===== config.mk =====
export PLATFORM = sky130hd
export DESIGN_NAME = protobuf_field_encoder
export DESIGN_NICKNAME = d
export VERILOG_FILES = /design/src/rtl/protobuf_field_encoder.sv
export SDC_FILE = /design/constraint.sdc
export NUM_CORES = 1
export LEC_CHECK = 0
export CAP_MARGIN = 10
export CORE_MARGIN = 5
export CORE_UTILIZATION = 50
export CTS_BUF_LIST = sky130_fd_sc_hd__clkbuf_8 sky130_fd_sc_hd__clkbuf_16
export DETAILED_ROUTE_END_ITERATION = 12
export MAX_ROUTING_LAYER = met4
export PLACE_DENSITY = 0.82
export SYNTH_ARGS = -nofsm -noshare
export SYNTH_HDL_FRONTEND = slang
export SYNTH_SLANG_ARGS = --single-unit

===== constraint.sdc =====
create_clock -name clock_clk -period 4.6 [get_ports clock_clk]
set_clock_uncertainty 0.1 [all_clocks]
set_input_delay 0.92 -clock clock_clk [delete_from_list [all_inputs] [get_ports clock_clk]]
set_output_delay 0.92 -clock clock_clk [all_outputs]
set_load 0.02 [all_outputs]

===== src/rtl/protobuf_field_encoder.sv =====
// Single-field protobuf wire-format encoder: varint tag followed by a varint
// or fixed little-endian payload, emitted one byte per handshake.
module protobuf_field_encoder #(
  parameter int unsigned DATA_W  = 64,
  parameter int unsigned FIELD_W = 29
) (
  input  logic               clock_clk,
  input  logic               reset_reset_n,
  input  logic               s_valid,
  output logic               s_ready,
  input  logic [FIELD_W-1:0] s_field,
  input  logic [2:0]         s_mode,
  input  logic [DATA_W-1:0]  s_data,
  output logic               m_valid,
  input  logic               m_ready,
  output logic [7:0]         m_data,
  output logic               m_last,
  output logic               busy,
  output logic               err_illegal,
  output logic [31:0]        field_count,
  output logic [31:0]        byte_count
);

  typedef enum logic [1:0] {IDLE, TAG, VALUE} state_t;

  state_t      state_q, state_d;
  logic [31:0] tag_q, tag_d;
  logic [63:0] val_q, val_d;
  logic [2:0]  idx_q, idx_d;
  logic        fixed_q, fixed_d;
  logic        fix64_q, fix64_d;
  logic        s_ready_q, s_ready_d;
  logic        m_valid_q, m_valid_d;
  logic [7:0]  m_data_q, m_data_d;
  logic        m_last_q, m_last_d;
  logic        busy_q, busy_d;
  logic        err_q, err_d;
  logic [31:0] field_count_q, field_count_d;
  logic [31:0] byte_count_q, byte_count_d;

  logic              accept;
  logic [DATA_W-1:0] zz;
  logic [2:0]        wt;
  logic [2:0]        last_idx;

  always_comb begin
    accept   = m_valid_q && m_ready;
    zz       = (s_data << 1) ^ {DATA_W{s_data[DATA_W-1]}};
    last_idx = fix64_q ? 3'd7 : 3'd3;
    case (s_mode)
      3'd3:    wt = 3'd5;
      3'd4:    wt = 3'd1;
      default: wt = 3'd0;
    endcase

    state_d       = state_q;
    tag_d         = tag_q;
    val_d         = val_q;
    idx_d         = idx_q;
    fixed_d       = fixed_q;
    fix64_d       = fix64_q;
    err_d         = 1'b0;
    byte_count_d  = byte_count_q + 32'(accept);
    field_count_d = field_count_q + 32'(accept && m_last_q);

    case (state_q)
      IDLE: begin
        if (s_valid) begin
          if (s_mode > 3'd4 || s_field == '0) begin
            err_d = 1'b1;
          end else begin
            tag_d   = 32'({s_field, wt});
            fixed_d = (s_mode == 3'd3) || (s_mode == 3'd4);
            fix64_d = (s_mode == 3'd4);
            case (s_mode)
              3'd1:    val_d = 64'($signed(s_data));
              3'd2:    val_d = 64'(zz);
              3'd3:    val_d = 64'(s_data[31:0]);
              default: val_d = 64'(s_data);
            endcase
            state_d = TAG;
          end
        end
      end
      TAG: begin
        if (accept) begin
          tag_d = tag_q >> 7;
          if (tag_q[31:7] == '0) begin
            state_d = VALUE;
            idx_d   = '0;
          end
        end
      end
      VALUE: begin
        if (accept) begin
          if (fixed_q) begin
            val_d = val_q >> 8;
            idx_d = idx_q + 3'd1;
            if (idx_q == last_idx) state_d = IDLE;
          end else begin
            val_d = val_q >> 7;
            if (val_q[63:7] == '0) state_d = IDLE;
          end
        end
      end
      default: state_d = IDLE;
    endcase

    // Output registers are loaded from the next-state values so the byte on
    // the wire always describes the state being entered.
    s_ready_d = (state_d == IDLE);
    busy_d    = (state_d != IDLE);
    m_valid_d = (state_d != IDLE);
    m_data_d  = '0;
    m_last_d  = 1'b0;
    if (state_d == TAG) begin
      m_data_d = {|tag_d[31:7], tag_d[6:0]};
    end else if (state_d == VALUE) begin
      if (fixed_d) begin
        m_data_d = val_d[7:0];
        m_last_d = (idx_d == (fix64_d ? 3'd7 : 3'd3));
      end else begin
        m_data_d = {|val_d[63:7], val_d[6:0]};
        m_last_d = ~|val_d[63:7];
      end
    end
  end

  always_ff @(posedge clock_clk or negedge reset_reset_n) begin
    if (!reset_reset_n) begin
      state_q       <= IDLE;
      tag_q         <= '0;
      val_q         <= '0;
      idx_q         <= '0;
      fixed_q       <= 1'b0;
      fix64_q       <= 1'b0;
      s_ready_q     <= 1'b1;
      m_valid_q     <= 1'b0;
      m_data_q      <= '0;
      m_last_q      <= 1'b0;
      busy_q        <= 1'b0;
      err_q         <= 1'b0;
      field_count_q <= '0;
      byte_count_q  <= '0;
    end else begin
      state_q       <= state_d;
      tag_q         <= tag_d;
      val_q         <= val_d;
      idx_q         <= idx_d;
      fixed_q       <= fixed_d;
      fix64_q       <= fix64_d;
      s_ready_q     <= s_ready_d;
      m_valid_q     <= m_valid_d;
      m_data_q      <= m_data_d;
      m_last_q      <= m_last_d;
      busy_q        <= busy_d;
      err_q         <= err_d;
      field_count_q <= field_count_d;
      byte_count_q  <= byte_count_d;
    end
  end

  assign s_ready     = s_ready_q;
  assign m_valid     = m_valid_q;
  assign m_data      = m_data_q;
  assign m_last      = m_last_q;
  assign busy        = busy_q;
  assign err_illegal = err_q;
  assign field_count = field_count_q;
  assign byte_count  = byte_count_q;

endmodule


After elaboration in Yosys (flattened, before gate mapping)
Cells that the tools add are included.
- register bits after elaboration: 179
- logic and storage cells: 82
- output and inout port bits: 77
- input bits: 100
- bitwise logic cells: 1
- add/sub/neg operators: 3
- reduce and logical (&&, ||, !) cells: 13
- order comparisons: 1
- equal/unequal tests: 9
- mux-type cells: 42
- operators with widths (operator ; count):
    $pmux W64 S2 ; 2
    $mux W64 ; 3
    $mux W32 ; 3
    $add A32 B1 Y32 ; 2
    $pmux W32 S2 ; 1
    $xor A64 B64 Y64 ; 1
    $logic_not A57 Y1 ; 1
    $mux W57 ; 1
    $reduce_or A57 Y1 ; 1
    $logic_not A29 Y1 ; 1
    $logic_not A25 Y1 ; 1
    $reduce_or A25 Y1 ; 1
    $mux W8 ; 3
    $mux W3 ; 6
    $mux W2 ; 8
    $mux W1 ; 12
    $pmux W3 S2 ; 2
    $eq A3 B2 Y1 const B ; 2
    $eq A3 B3 Y1 ; 2
    $pmux W2 S3 ; 1
    $eq A2 B1 Y1 const B ; 2
    $eq A2 B2 Y1 const B ; 2
    $logic_not A2 Y1 ; 2
    $add A3 B1 Y3 const B ; 1
    6 further kinds ; 8

Longest topological paths before layout
- depth in word-level cells: 10
- depth in mapped cells: 12
- gate-level depth less buffers: 10

Worst setup path before layout
OpenSTA, ideal clock, no wires.
- kind: input to register
- start point: in s_field[17]
- end point: reg m_last_q, in the netlist m_last
- path buffers: 1
- library setup time: 0.066 ns
- stages: 9
- slack: 1.233 ns
- required time: 4.434 ns
- arrival time: 3.201 ns
- cell sequence: nor4_2 > nand4_1 > o21ai_4 > buf_6 > o22ai_1 > or4_1 > or4_1 > nor4_2 > a22o_1
- word-level cells in the longest chain between the ends: 10
- elaborated cells between the ends (all ways): 23
- those cells by class: eq/ne (3); mux (16); reduce/logical (4)
- ends and longest elaborated chain (element ; RTL line ; source):
    start: declaration ; 11 ; input logic [FIELD_W-1:0] s_field,
    $logic_not A29 Y1 (*) ; 69 ; if (s_mode > 3'd4 || s_field == '0) begin
    $logic_or A1 B1 Y1 (*) ; 69 ;
    $mux W64 or $mux W1 (tied branches) ; 69 ;
    $mux W64 or $mux W1 (tied branches) ; 68 ; if (s_valid) begin
    $pmux W64 S2 or $mux W1 (tied branches) ; 66 ; case (state_q)
    $reduce_or A57 Y1 or $mux W3 (tied branches) ; 124, 121 ;
    $logic_not A1 Y1 or $eq A3 B3 Y1 (tied branches) ; 124, 121 ;
    $mux W1 ; 119 ; if (fixed_d) begin
    $mux W1 ; 118 ; end else if (state_d == VALUE) begin
    $mux W1 (*) ; 116 ; if (state_d == TAG) begin
    net m_last_d ; 35 ; logic m_last_q, m_last_d;
    end signal: assignment ; 155 ; m_last_q <= m_last_d;
    end: declaration ; 35 ;
The timed path passes the listed nets; every way through them passes the cells marked *.

Worst setup path after layout
- start point: in s_field[0]
- end point: reg m_last_q, in the netlist m_last
The elaborated chain is that of the path after synthesis.

==> reports/metrics.cfg <==
[clock_network]
cts_buffers = 17
clk_pin_slew_worst_paths_ns = 0.07
clk_latency_ns = 0.43
clk_path_buf_depth = 2
cts_sinks = 179
cts_setup_buffers = 0
cts_tree = done
h-tree-depth = 4
cts-root-buf = clkbuf_16
post_cts_resized = 0
cts_hold_buf = 0

[route]
routed_wl_um = 28800
drc_errors = 0
antenna_left = 0
vias_per_cell = 6.20
vias = 8870
first_pass_iters = 12
drt_iter0_markers = 869
wire_per_inst_um = 20.1

[finish]
final_cells = 1430
diodes = 0
drive_above_1_share_pct = 6.18
nets = 1261
synthToLayoutAreaGrowth_pct = 26.6

[worst_hold_path]
min_to = field_count[31]
hold_depth = 1
min_from = field_count[31]
holdCritPathClass = flop to flop

[worst_setup_path]
critical_path_peak_fanout = 13
critPathKind = primary input to flop
path_delay_family = simple AND/OR/NAND/NOR gates
r2r_end = m_last
rr_worst_depth = 9
cp_num_buf_inv = 1
required_ns = 4.86
arrival_ns = 4.31
r2r_setup_slack_ns = 0.85
timing.rr.start = state_q[1]
crit_cells = 9
crit_path_max_incr_delay_ns = 0.59
crit_start = s_field[0]
slowest_stage = or4_1
endpoint_kind = flop
path_cells = clkdlybuf4s50_1, nor4_1, nand4_1, o21ai_4, o22ai_1, or4_1, or4_1, nor4_2, a22o_1
cp-start-kind = primary input
cpMostUsedCell = or4_1

[timing]
finalCritPeriodShare_pct = 88.0
rsz0062_at_grt = false
fin_setup_tns_ns = 0
holdWs_ns = 0.375
fin_crit_ns = 4.05
setup_viol_count_final = 0
clock.fmax_ghz = 0.247
tightest_slew_ns = 0.944
setup_slack_ns = 0.551
hold_violations = 0
slew_viol_final = 0
max_slew_margin_pct = 37.1

[die]
dieHeight_um = 151
core_um2 = 19500
fp-row-count = 51
pin_count = 177
die_area_um2 = 22700
die_w_um = 151
start_util_pct = 50.8

[place]
pre_cts_ws_ns = 0.242
dp.cells = 1398
dp_hpwl_um = 20800
finalWeightedCongestion = 0.955
port_buffers = 176

[global_route]
antenna_found_initial = 0
first_global_vias = 8500
track_usage_pct = 26.0
grt_pass1_wl_um = 45300
grt_overflow = 0
grt_max_degree = 95

[yosys]
synth_edf_count = 0
synth.most_common_cell = dfrtp_1
synth_area_leader_cell = dfrtp_1
synth_cells = 995
synthTopCellsByArea = dfrtp_1 (45%), xnor2_1 (7.0%), mux2i_1 (5.8%), nand2_1 (4.4%), xor2_1 (4.0%)
synth.net_count = 1104
yosys_warnings = 0
ys_seq_area_share_pct = 45.3
mappedNetlistArea_um2 = 9890
synth.cells.most_frequent = dfrtp_1 (178), nand2_1 (117), xnor2_1 (79)
ys_ff_latch = 179
async_flop_share_pct = 100
netlist-cell-type-count = 62
syn_avg_cell_area_um2 = 9.94
synth_top_area_share_pct = 45.0
synthFlopType = dfrtp_1

[power_and_ir_drop]
power_uw = 6510
p_per_area_nw_per_um2 = 520
power.leakage_uw = 0.00550
vdd.ir_drop.worst_mv = 0.321

[run]
drv_cap = 0

[outcome]
status = finished, final reports clean

[report_power, final]
group | switching, uW | internal [uW] | total, uW
clock network | 676 | 807 | 1480
logic | 1220 | 1040 | 2270
registers | 713 | 2050 | 2760
total | 2610 | 3900 | 6510
[metal layers]
metal	up-vias	global-route usage, %	wire [um]
met1	4298	35.5	12200
met3	65	4.70	2640
li1	4006	-	-
met4	0	7.93	654
met5	-	-	0
met2	501	39.9	13300
[worst max-delay path by stage]
stage / endpoint
6_report: m_last
5_1_grt: m_last
4_1_cts: m_last
3_5_place_dp: m_last
3_3_place_gp: m_data[7]
2_1_floorplan: m_last
[layout make-up]
| type | instances | area (um2) |
|---|---|---|
| fill | 1542 | 6940 |
| multi-input combinational | 722 | 5040 |
| sequential | 179 | 4480 |
| timing repair buffer | 199 | 1950 |
| clock buffer | 19 | 453 |
| tap | 265 | 332 |
| clock inverter | 13 | 148 |
| inverter | 33 | 124 |
[sequential cells by signal (all words and copies together) (netlist names)]
register     count
busy             1
byte_count      32
err_illegal      1
field_count     32
fix64_q          1
fixed_q          1
idx_q            3
m_data           8
m_last           1
s_ready          1
state_q          2
tag_q           32
val_q           64
[worst reg2reg max path, cell delays in order (launching register included)]
cell      delay [ns]
dfrtp_1         0.42
inv_1           0.15
ha_1            0.49
nand2b_1        0.29
a311o_1         0.40
or4_1           0.45
or4_1           0.51
or4_1           0.45
nor4_2          0.23
a22o_1          0.21
[layout by cell type, fill, tap and decap left out, types with 7 or more instances in the layout]
master / n
nand4_1: 23
clkbuf_16: 17
a22oi_1: 29
clkdlybuf4s50_1: 174
or4_1: 7
xnor2_1: 79
xor2_1: 45
nand2_1: 117
o21ai_0: 51
a222oi_1: 19
inv_6: 7
and3_1: 21
nor3_1: 16
ha_1: 9
dfrtp_1: 177
buf_4: 23
o22ai_1: 7
a21o_1: 8
a221o_1: 9
mux2i_1: 57
inv_1: 33
o221ai_1: 43
nor2_1: 32
nand3_1: 29
nor4_1: 26
a21oi_1: 14
a22o_1: 23
[per-stage QoR]
step	cell area, um2	util, %
finish	12500	64.4
global route	12500	64.4
CTS	12500	64.4
detailed placement	11900	61.3
global placement	11900	61.3
floorplan	9890	-
[cells by family after synthesis]
logic type,synth area share [%]
xor gates and xnor gates,11.0
adders and majority gates,1.14
buffers and inverters,3.91
DFF,45.3
and+or+nand+nor,15.1
muxes,5.88
AOI/OAI and AO/OA,17.7
(Power assumes the default switching activity.)
